--- src/rtl/mem_lsu_stage.sv ---
// MEM pipeline stage: registers EX results into WB and completes loads against a
// variable-latency data-SRAM read response, with byte/half/word alignment and extension.
module mem_lsu_stage #(
    parameter int PC_W    = 32,
    parameter int DATA_W  = 32,
    parameter int REG_AW  = 5,
    parameter int MEMOP_W = 4
) (
    input  logic               clk,
    input  logic               rst,
    input  logic               mem_valid_i,
    input  logic [PC_W-1:0]    mem_inst_i,
    input  logic [PC_W-1:0]    mem_pc_i,
    input  logic               mem_inslot_i,
    input  logic [MEMOP_W-1:0] mem_memop_i,
    input  logic [1:0]         mem_addr_lo_i,
    input  logic [REG_AW-1:0]  mem_waddr_i,
    input  logic [DATA_W-1:0]  mem_wdata_i,
    input  logic               mem_wren_i,
    input  logic               mem_stall_i,
    input  logic               mem_flush_i,
    input  logic               dsram_rvalid_i,
    input  logic [DATA_W-1:0]  dsram_rdata_i,
    output logic               mem_valid_o,
    output logic [PC_W-1:0]    mem_inst_o,
    output logic [PC_W-1:0]    mem_pc_o,
    output logic               mem_inslot_o,
    output logic [MEMOP_W-1:0] mem_memop_o,
    output logic [REG_AW-1:0]  mem_waddr_o,
    output logic [DATA_W-1:0]  mem_wdata_o,
    output logic               mem_wren_o,
    output logic               mem_stall_o
);

    if (DATA_W != 32) begin : g_bad_width
        $error("mem_lsu_stage supports DATA_W = 32 only");
    end

    localparam logic [MEMOP_W-1:0] OP_LB  = MEMOP_W'(1);
    localparam logic [MEMOP_W-1:0] OP_LBU = MEMOP_W'(2);
    localparam logic [MEMOP_W-1:0] OP_LH  = MEMOP_W'(3);
    localparam logic [MEMOP_W-1:0] OP_LHU = MEMOP_W'(4);
    localparam logic [MEMOP_W-1:0] OP_LW  = MEMOP_W'(5);

    typedef enum logic [1:0] {S_IDLE, S_WAIT, S_HOLD, S_DRAIN} state_t;

    state_t              state_reg;
    logic [DATA_W-1:0]   hold_reg;

    logic                is_load;
    logic                have_data;
    logic                en;
    logic [DATA_W-1:0]   load_src;
    logic [DATA_W-1:0]   load_ext;
    logic [7:0]          byte_lane [4];
    logic [15:0]         half_lane [2];
    logic [7:0]          byte_sel;
    logic [15:0]         half_sel;

    logic               valid_reg;
    logic [PC_W-1:0]    inst_reg;
    logic [PC_W-1:0]    pc_reg;
    logic               inslot_reg;
    logic [MEMOP_W-1:0] memop_reg;
    logic [REG_AW-1:0]  waddr_reg;
    logic [DATA_W-1:0]  wdata_reg;
    logic               wren_reg;

    assign is_load   = mem_valid_i && (mem_memop_i >= OP_LB) && (mem_memop_i <= OP_LW);
    assign have_data = (state_reg == S_HOLD) ? 1'b1
                     : (state_reg == S_DRAIN) ? 1'b0 : dsram_rvalid_i;
    // A held response takes precedence over the live bus, which may already carry garbage.
    assign load_src  = (state_reg == S_HOLD) ? hold_reg : dsram_rdata_i;

    assign mem_stall_o = is_load && !have_data && !mem_flush_i && (state_reg != S_DRAIN);
    assign en          = !mem_stall_i && !mem_stall_o && (state_reg != S_DRAIN);

    for (genvar gi = 0; gi < 4; gi++) begin : g_byte_lane
        assign byte_lane[gi] = load_src[gi*8 +: 8];
    end
    for (genvar gi = 0; gi < 2; gi++) begin : g_half_lane
        assign half_lane[gi] = load_src[gi*16 +: 16];
    end

    assign byte_sel = byte_lane[mem_addr_lo_i];
    assign half_sel = half_lane[mem_addr_lo_i[1]];

    always_comb begin
        load_ext = load_src;
        case (mem_memop_i)
            OP_LB:   load_ext = {{(DATA_W-8){byte_sel[7]}}, byte_sel};
            OP_LBU:  load_ext = {{(DATA_W-8){1'b0}}, byte_sel};
            OP_LH:   load_ext = {{(DATA_W-16){half_sel[15]}}, half_sel};
            OP_LHU:  load_ext = {{(DATA_W-16){1'b0}}, half_sel};
            default: load_ext = load_src;
        endcase
    end

    always_ff @(posedge clk or posedge rst) begin
        if (rst) begin
            state_reg <= S_IDLE;
            hold_reg  <= '0;
        end else begin
            case (state_reg)
                S_IDLE: begin
                    if (!mem_flush_i && is_load) begin
                        if (!dsram_rvalid_i) begin
                            state_reg <= S_WAIT;
                        end else if (mem_stall_i) begin
                            state_reg <= S_HOLD;
                            hold_reg  <= dsram_rdata_i;
                        end
                    end
                end
                S_WAIT: begin
                    if (dsram_rvalid_i) begin
                        if (mem_stall_i && !mem_flush_i) begin
                            state_reg <= S_HOLD;
                            hold_reg  <= dsram_rdata_i;
                        end else begin
                            state_reg <= S_IDLE;
                        end
                    end else if (mem_flush_i) begin
                        state_reg <= S_DRAIN;
                    end
                end
                S_HOLD: begin
                    if (mem_flush_i || !mem_stall_i) begin
                        state_reg <= S_IDLE;
                    end
                end
                S_DRAIN: begin
                    if (dsram_rvalid_i) begin
                        state_reg <= S_IDLE;
                    end
                end
                default: state_reg <= S_IDLE;
            endcase
        end
    end

    always_ff @(posedge clk or posedge rst) begin
        if (rst) begin
            valid_reg  <= 1'b0;
            inst_reg   <= '0;
            pc_reg     <= '0;
            inslot_reg <= 1'b0;
            memop_reg  <= '0;
            waddr_reg  <= '0;
            wdata_reg  <= '0;
            wren_reg   <= 1'b0;
        end else if (mem_flush_i) begin
            valid_reg <= 1'b0;
            wren_reg  <= 1'b0;
        end else if (en) begin
            valid_reg  <= mem_valid_i;
            inst_reg   <= mem_inst_i;
            pc_reg     <= mem_pc_i;
            inslot_reg <= mem_inslot_i;
            memop_reg  <= mem_memop_i;
            waddr_reg  <= mem_waddr_i;
            wdata_reg  <= is_load ? load_ext : mem_wdata_i;
            wren_reg   <= mem_wren_i && mem_valid_i;
        end
    end

    assign mem_valid_o  = valid_reg;
    assign mem_inst_o   = inst_reg;
    assign mem_pc_o     = pc_reg;
    assign mem_inslot_o = inslot_reg;
    assign mem_memop_o  = memop_reg;
    assign mem_waddr_o  = waddr_reg;
    assign mem_wdata_o  = wdata_reg;
    assign mem_wren_o   = wren_reg;

endmodule

--- config.mk ---
export PLATFORM = sky130hd
export DESIGN_NAME = mem_lsu_stage
export DESIGN_NICKNAME = d
export VERILOG_FILES = /design/src/rtl/mem_lsu_stage.sv
export SDC_FILE = /design/constraint.sdc
export NUM_CORES = 1
export LEC_CHECK = 0
export ABC_AREA = 1
export BUFFER_PORTS_ARGS = -buffer_cell sky130_fd_sc_hd__buf_4
export CAP_MARGIN = 10
export CELL_PAD_IN_SITES_DETAIL_PLACEMENT = 0
export CELL_PAD_IN_SITES_GLOBAL_PLACEMENT = 1
export CORE_MARGIN = 10
export CORE_UTILIZATION = 23
export DETAILED_ROUTE_END_ITERATION = 8
export PLACE_DENSITY_LB_ADDON = 0.1
export SLEW_MARGIN = 20
export SYNTH_ARGS = -nofsm -noshare
export SYNTH_HDL_FRONTEND = slang
export SYNTH_SLANG_ARGS = --single-unit
export TNS_END_PERCENT = 20
--- constraint.sdc ---
create_clock -name clk -period 5.1 [get_ports clk]
set_input_delay 1.02 -clock clk [delete_from_list [all_inputs] [get_ports clk]]
set_output_delay 1.02 -clock clk [all_outputs]
set_load 0.01 [all_outputs]
==> results.yml, run 1 <==
outcome:
  status: "finished, final reports clean"
sta:
  fin_ws_ns: 1.84
  clock.fmax_ghz: 0.307
  hold_ws_ns: 0.472
  hold_viol: 0
  setup_viol: 0
  skew_ns: 0.0152
  worstMarginPinSlew_ns: 1.02
  slew_headroom: 0.321
  min_period_over_period: 0.639
  grt_setup_unrepaired: "false"
  tns_ns: 0
  slew_violations: 0
  period_needed_ns: 3.26
final_layout:
  drive_gt1_frac: 0.259
  syn2layout_area_growth_pct: 38.6
  diodes: 0
  final_cells: 1640
  final_cell_mix: "nand2_1, buf_4, dfrtp_1, nor2_1, nand3_1"
  layout_commonest_cell: "nand2_1"
  fillers: 3401
  multi_input_area_mm2: 0.00317
  final_core_util: 0.325
  fin_area_mm2: 0.00999
  nets: 1378
  ff_latch_area_mm2: 0.00355
detailed_routing:
  remaining_drc_errors: 0
  ant_nets: 0
  num_vias: 6977
  routed_wirelength_um: 29200
  drt_iter0_drc: 378
  drt-pass1-iter-count: 4
  routedWlPerCell_um: 17.8
  detail_route.vias_per_cell: 4.25
setup_path:
  arrival_ns: 3.57
  startpoint_type: "input pin"
  slowest_stage: "buf_4"
  crit_fanout: 68
  required_ns: 5.41
  critPathMaxStageDelay_ns: 0.68
  cp_top_family: "buffers and inverters"
  crit_top_cell: "buf_4"
  crit_buf_inv: 5
  end_kind: "flop"
  critPathKind: "input pin to flop"
  crit_chain: "buf_4 > inv_1 > nand2_1 > nor2_1 > nand3_1 > nand3_4 > buf_4 > buf_4 > nand2_1 > inv_1 > a21oi_1"
synthesis:
  syn_area_mm2: 0.00721
  syn_inst: 1001
  ys_ff_latch: 142
  syn_nets: 1148
  postSynthAreaPerCell_um2: 7.20
  synth_warnings: 0
  ys_types: 27
  yosysSeqAreaShare: 0.493
floorplan:
  fp.dieW_um: 197
  dieArea_mm2: 0.0388
  initial_core_util: 0.234
  rows: 64
  die_h_um: 197
  coreArea_mm2: 0.0307
  io_pins: 256
place:
  pre_cts_ws_ns: 1.37
  dp_cells: 1608
  hpwl_um: 21600
  place_area_mm2: 0.00938
  gp_congestion: 0.778
  numPortBuffers: 255
clock_network:
  postCtsSetupBuffers: 0
  root_buffer: "clkbuf_16"
  clk_latency_ns: 0.45
  clockBufferDepth: 2
  cts_resized: 0
  cts.sink_count: 142
  hold_buffers: 0
  clk_pin_slew_ns: 0.07
  cts_tree: "yes"
  numCtsBuffers: 17
  h-tree-depth: 4
grt:
  grt_pass1_vias: 7120
  grt_usage: 0.148
  grt_max_degree: 79
  grt_antenna_before_repair: 2
  grt-ovfl-total: 0
  grt_pass1_wl_um: 44300
power:
  vdd_drop_max_mv: 0.210
  power.total_mw: 4.63
  powerDensity_mw_per_mm2: 463
  leakage_nw: 5.44
run:
  maxCapViolations: 0
worst_hold_path:
  worstHoldPathType: "flop to flop"
==> synth_stat cells, drive strengths merged <==
cell type,n,area [um2]
buf,53,320
a22oi,1,7.51
nor3,4,20.0
inv,45,169
dfrtp,142,3550
a211oi,1,7.51
and2,2,12.5
o31ai,1,7.51
a2111oi,1,27.5
a31oi,1,6.26
nand2,487,1840
nand3,82,425
o21ai,39,244
nand4,1,6.26
a21oi,23,115
or2,1,6.26
nor2,117,442
==> path summary, 6_finish.rpt <==
check / from / endpoint / slack, ns / cells past startpoint
min: hold_reg[30] / hold_reg[30] / 0.47 / 2
max: dsram_rvalid_i / mem_wdata_o[0] / 1.84 / 11
min reg2reg: hold_reg[30] / hold_reg[30] / 0.47 / 2
max in group asynchronous: rst / mem_wdata_o[5] / 3.36 / 3
min in group asynchronous: rst / mem_pc_o[9] / 0.71 / 2
max reg2reg: state_reg[1] / mem_wdata_o[0] / 1.94 / 10
==> cell type report <==
cell class / count / share of cell area
tap: 396 / 0.0496
inverter: 45 / 0.0174
timing repair buffer: 264 / 0.198
multi-input combinational: 761 / 0.318
clock inverter: 15 / 0.0189
sequential: 142 / 0.356
clock buffer: 17 / 0.0426
==> worst register-to-register path: stages (launching register included) <==
cell     delay [ns]
dfrtp_1        0.61
inv_2          0.15
nand2_1        0.08
nor2_1         0.19
nand3_1        0.19
nand3_4        0.28
buf_4          0.57
buf_4          0.72
nand2_1        0.14
inv_1          0.08
a21oi_1        0.04
==> power breakdown <==
part           leakage [nW]  internal [mW]  total (mW)  switching, mW
Combinational          3.39          0.665        1.64          0.971
Sequential             1.76           1.47        1.68          0.203
Clock                 0.298          0.668        1.32          0.651
==> cell families after synthesis <==
| kind of cell | share of synthesized area |
|---|---|
| flip-flops | 0.493 |
| AND/OR/NAND/NOR | 0.382 |
| AO/OA/AOI/OAI | 0.0576 |
| buffers and inverters | 0.0679 |
==> metal layers <==
metal	GRT usage	share of wire	vias up
met1	0.203	0.48	3229
li1	-	-	3563
met2	0.226	0.45	164
met5	0	0.0011	-
met4	0.0308	0.0068	4
met3	0.0419	0.060	17
(Power assumes the default switching activity.)
==> run 2: changes to the inputs <==
==> constraint.sdc (replaced) <==
create_clock -name clk -period 3.3 [get_ports clk]
set_input_delay 0.66 -clock clk [delete_from_list [all_inputs] [get_ports clk]]
set_output_delay 0.66 -clock clk [all_outputs]
set_load 0.01 [all_outputs]
==> run 2 against run 1 <==
  * Clock power rose by 45%
  * Utilization increased by 0.22 points
  * Clock-buffer cell count grew 2
  * Combinational power up 59%
  * Flip-flop and latch count unchanged
  * Worst setup slack got worse by 0.98 ns
  * Total power rose by 53%
  * Largest cell class unchanged
  * Sequential power increased by 54%
  * First-iteration DRC count down 1.1%
  * Sequential share of layout area is 0.24 points lower
  * Die area is the same
==> results.yml, run 2 (synthesis results as in run 1) <==
outcome:
  status: "finished, final reports clean"
power:
  switching_share: 0.383
  powerDensity_mw_per_mm2: 706
  p_clk_frac: 0.271
  vdd_drop_max_mv: 0.371
  leakage_nw: 5.48
  switchingPower_mw: 2.72
  seq_power_share: 0.363
  power.total_mw: 7.10
  p_comb_frac: 0.366
  p_int_mw: 4.38
final_layout:
  final_cells: 1650
  final_cell_mix: "nand2_1, buf_4, dfrtp_1, nor2_1, nand3_1"
  nets: 1388
  fillers: 3436
  drive_gt1_frac: 0.265
  syn2layout_area_growth_pct: 39.6
  layout_commonest_cell: "nand2_1"
  final_core_util: 0.327
  diodes: 0
floorplan:
  rows: 64
  die_h_um: 197
  initial_core_util: 0.234
  coreArea_mm2: 0.0307
  io_pins: 256
  fp.dieW_um: 197
  dieArea_mm2: 0.0388
run:
  maxCapViolations: 0
setup_path:
  crit_fanout: 8
  r2r-end: "mem_wdata_o[20]"
  required_ns: 2.64
  timing.rr.start: "state_reg[0]"
  critPathMaxStageDelay_ns: 0.51
  r2r_slack_ns: 0.91
  r2r_cells: 12
  crit_chain: "inv_2 > nand2_1 > nor2_1 > nand3_1 > inv_1 > buf_4"
  critPathKind: "flop to output pin"
  startpoint_type: "flop"
  slowest_stage: "dfrtp_1"
  arrival_ns: 1.77
  end_kind: "output pin"
detailed_routing:
  remaining_drc_errors: 0
  ant_nets: 0
  routedWlPerCell_um: 17.5
  num_vias: 6975
  drt-pass1-iter-count: 4
  routed_wirelength_um: 28900
  drt_iter0_drc: 374
  detail_route.vias_per_cell: 4.23
clock_network:
  cts_resized: 0
  clk_pin_slew_ns: 0.07
  postCtsSetupBuffers: 0
  clockBufferDepth: 2
  numCtsBuffers: 17
  cts.sink_count: 142
  hold_buffers: 0
  cts_tree: "yes"
  clk_latency_ns: 0.43
  h-tree-depth: 4
  root_buffer: "clkbuf_16"
sta:
  slew_headroom: 0.430
  slew_violations: 0
  tns_ns: 0
  worstMarginPinSlew_ns: 0.854
  grt_setup_unrepaired: "false"
  skew_ns: 0.0144
  setup_viol: 0
  clock.fmax_ghz: 0.411
  period_needed_ns: 2.43
  hold_viol: 0
  min_period_over_period: 0.738
grt:
  grt_pass1_wl_um: 43400
  grt_usage: 0.145
  grt-ovfl-total: 0
  grt_antenna_before_repair: 1
  grt_pass1_vias: 6920
  grt_max_degree: 73
place:
  numPortBuffers: 255
  hpwl_um: 22000
  dp_cells: 1618
  gp_congestion: 0.807
worst_hold_path:
  worstHoldPathType: "input pin to asynchronous set/reset pin"
## run 2: cell type report
cell class                      instances  area [um2]  area share
Inverter                               45         173      0.0172
Sequential cell                       142        3550       0.353
Timing Repair Buffer                  274        2090       0.208
Clock inverter                         13         119      0.0118
Tap cell                              396         495      0.0492
Multi-Input combinational cell        761        3170       0.315
Clock buffer                           19         453      0.0450
## run 2: stage by stage
step	setup WS [ns]	instance area [um2]	hold slack [ns]
floorplan	0.863	7210	0.442
global placement	0.871	9490	0.455
detailed placement	0.849	9490	0.459
CTS	0.807	10100	0.400
global route	0.547	10100	0.404
finish	0.866	10100	0.398
## run 2: how the worst max path moves through the flow
stage	to	start	cells after the start	slack (ns)
after detailed placement	hold_reg[22]	mem_memop_i[2]	8	0.85
after floorplan	hold_reg[0]	rst	1	0.86
after global routing	mem_wdata_o[20]	state_reg[1]	10	0.55
final	mem_stall_o	state_reg[1]	6	0.87
after global placement	hold_reg[5]	mem_memop_i[2]	8	0.87
after CTS	mem_stall_o	state_reg[1]	6	0.81
## run 2: power groups by stage
stage / registers [mW] / clock network (mW) / logic [mW]
floorplan: 2.72 / 0 / 1.29
detailed placement: 2.61 / 0 / 2.66
global route: 2.66 / 2.06 / 2.93
CTS: 2.58 / 1.99 / 2.67
finish: 2.58 / 1.92 / 2.60
global placement: 2.60 / 0 / 2.67
## run 2: worst max-delay path: cells and delay by family (launching register included)
kind | cells | cell delay, ns
DFF | 1 | 0.51
buffers and inverters | 3 | 0.33
and+or+nand+nor | 3 | 0.50
## run 2: metal layers
| layer | wire length [um] | vias up | track usage |
|---|---|---|---|
| met5 | 13 | - | 0 |
| met4 | 253 | 2 | 0.0376 |
| met3 | 1480 | 17 | 0.0339 |
| met2 | 13100 | 174 | 0.223 |
| met1 | 14000 | 3199 | 0.201 |
| li1 | - | 3583 | - |
==> run 3: changes to the inputs <==
==> constraint.sdc (replaced) <==
create_clock -name clk -period 2.1 [get_ports clk]
set_input_delay 0.42 -clock clk [delete_from_list [all_inputs] [get_ports clk]]
set_output_delay 0.42 -clock clk [all_outputs]
set_load 0.01 [all_outputs]
==> run 3 against run 2 <==
  * Wire length rose by 0.54%
  * Final cell count is 1.4% higher
  * Largest cell class unchanged
  * Highest routed layer unchanged
  * Worst hold slack got worse by 0.27 ns
  * Flip-flop and latch count unchanged
  * Combinational power grew 64%
  * Critical endpoint is now mem_inst_o[4]
  * Sequential power rose by 57%
  * Final area is 2.7% higher
  * Clock skew down 0.0042 ns
  * Critical path depth is 1 higher
  * Global-route usage increased by 0.19 points
  * Non-clock buffer count increased by 23
  * Total power grew 60%
==> results.yml, run 3 (synthesis results as in run 1) <==
final_layout:
  final_cell_mix: "nand2_1, buf_4, dfrtp_1, nor2_1, nand3_1"
  fin_area_mm2: 0.0103
  drive_gt1_frac: 0.281
  nets: 1411
  diodes: 0
  final_cells: 1673
  syn2layout_area_growth_pct: 43.4
  final_core_util: 0.336
  layout_commonest_cell: "nand2_1"
place:
  hpwl_um: 22200
  gp_congestion: 0.820
  numPortBuffers: 255
  dp_cells: 1640
  pre_cts_ws_ns: 0.0805
  place_area_mm2: 0.00974
setup_path:
  r2r_cells: 7
  critPathKind: "flop to flop"
  slowest_stage: "dfrtp_1"
  r2r-end: "mem_inst_o[4]"
  end_kind: "flop"
  startpoint_type: "flop"
  crit_fanout: 17
  timing.rr.start: "state_reg[1]"
  arrival_ns: 2.29
  cp_top_family: "buffers and inverters"
  r2r_slack_ns: 0.18
  crit_buf_inv: 3
  critPathMaxStageDelay_ns: 0.43
  crit_chain: "buf_4 > a21oi_1 > nand3_4 > inv_2 > buf_4 > nand2_1 > nand2_1"
  required_ns: 2.47
floorplan:
  io_pins: 256
  rows: 64
  dieArea_mm2: 0.0388
  initial_core_util: 0.234
  fp.dieW_um: 197
  coreArea_mm2: 0.0307
  die_h_um: 197
sta:
  tns_ns: 0
  clock.fmax_ghz: 0.522
  setup_viol: 0
  slew_headroom: 0.642
  fin_ws_ns: 0.183
  skew_ns: 0.0101
  worstMarginPinSlew_ns: 0.531
  slew_violations: 0
  hold_viol: 0
  min_period_over_period: 0.913
  grt_setup_unrepaired: "false"
  period_needed_ns: 1.92
  hold_ws_ns: 0.123
clock_network:
  h-tree-depth: 4
  clk_latency_ns: 0.43
  root_buffer: "clkbuf_16"
  numCtsBuffers: 17
  clockBufferDepth: 2
  cts_tree: "yes"
  cts.sink_count: 142
  clk_pin_slew_ns: 0.08
power:
  switchingPower_mw: 4.37
  p_comb_frac: 0.377
  leakage_nw: 5.62
  seq_power_share: 0.357
  switching_share: 0.386
  vdd_drop_max_mv: 0.554
  power.total_mw: 11.3
  p_int_mw: 6.96
  p_clk_frac: 0.266
  powerDensity_mw_per_mm2: 1100
detailed_routing:
  drt-pass1-iter-count: 5
  routed_wirelength_um: 29000
  wl_met2_um: 13400
  ant_nets: 0
  detail_route.vias_per_cell: 4.23
  num_vias: 7077
  routedWlPerCell_um: 17.3
  remaining_drc_errors: 0
  wl_met1_um: 14100
  topRoutingLayerUsed: "met5"
  wl_met3_um: 1400
  drt_iter0_drc: 388
grt:
  grt-ovfl-total: 0
  grt_antenna_before_repair: 1
  grt_pass1_wl_um: 44500
  grt_usage: 0.147
  grt_max_degree: 85
  grt_pass1_vias: 7227
outcome:
  status: "finished, final reports clean"
run:
  maxCapViolations: 0
worst_hold_path:
  worstHoldPathType: "input pin to asynchronous set/reset pin"
run 3: cell type report:
class / count / area (um2)
sequential: 142 / 3550
tap: 396 / 495
clock inverter: 15 / 144
inverter: 45 / 173
clock buffer: 17 / 425
timing repair buffer: 297 / 2350
fill: 3412 / 20400
multi-input combinational: 761 / 3190
run 3: worst reg2reg max path, stage by stage, from the launching register on:
cell,delay (ns)
dfrtp_1,0.43
buf_4,0.21
a21oi_1,0.32
nand3_4,0.15
inv_2,0.30
buf_4,0.30
nand2_1,0.08
nand2_1,0.06
run 3: timing repair:
item / CTS / global route
hold buffers: 0 / 0
setup buffers: 0 / 2
endpoints found under the hold margin: 0 / 0
resized for setup: 2 / 4
cloned: 0 / 0
pin swaps: 0 / 1
endpoints found under the setup margin: 1 / 22
run 3: metal layers:
| layer | GRT usage | vias to the layer above |
|---|---|---|
| met4 | 0.0248 | 2 |
| met3 | 0.0358 | 11 |
| met5 | 0 | - |
| met1 | 0.204 | 3266 |
| li1 | - | 3632 |
| met2 | 0.230 | 166 |
run 3: power by group through the flow:
stage	clock, mW	combinational [mW]	sequential (mW)
floorplan	0	2.03	4.28
global placement	0	4.34	4.08
detailed placement	0	4.33	4.10
CTS	3.14	4.35	4.05
global route	3.23	4.82	4.16
finish	3.02	4.27	4.05
run 3: how the worst max path moves through the flow:
stage / start / to / slack (ns) / cells after the start
floorplan: rst / hold_reg[0] / -0.1 / 1
global placement: mem_memop_i[2] / mem_pc_o[17] / 0.10 / 9
detailed placement: mem_memop_i[2] / mem_inst_o[4] / 0.08 / 9
CTS: state_reg[1] / mem_stall_o / 0.02 / 7
global route: state_reg[1] / mem_wdata_o[11] / 0.02 / 12
finish: state_reg[1] / mem_inst_o[4] / 0.18 / 7
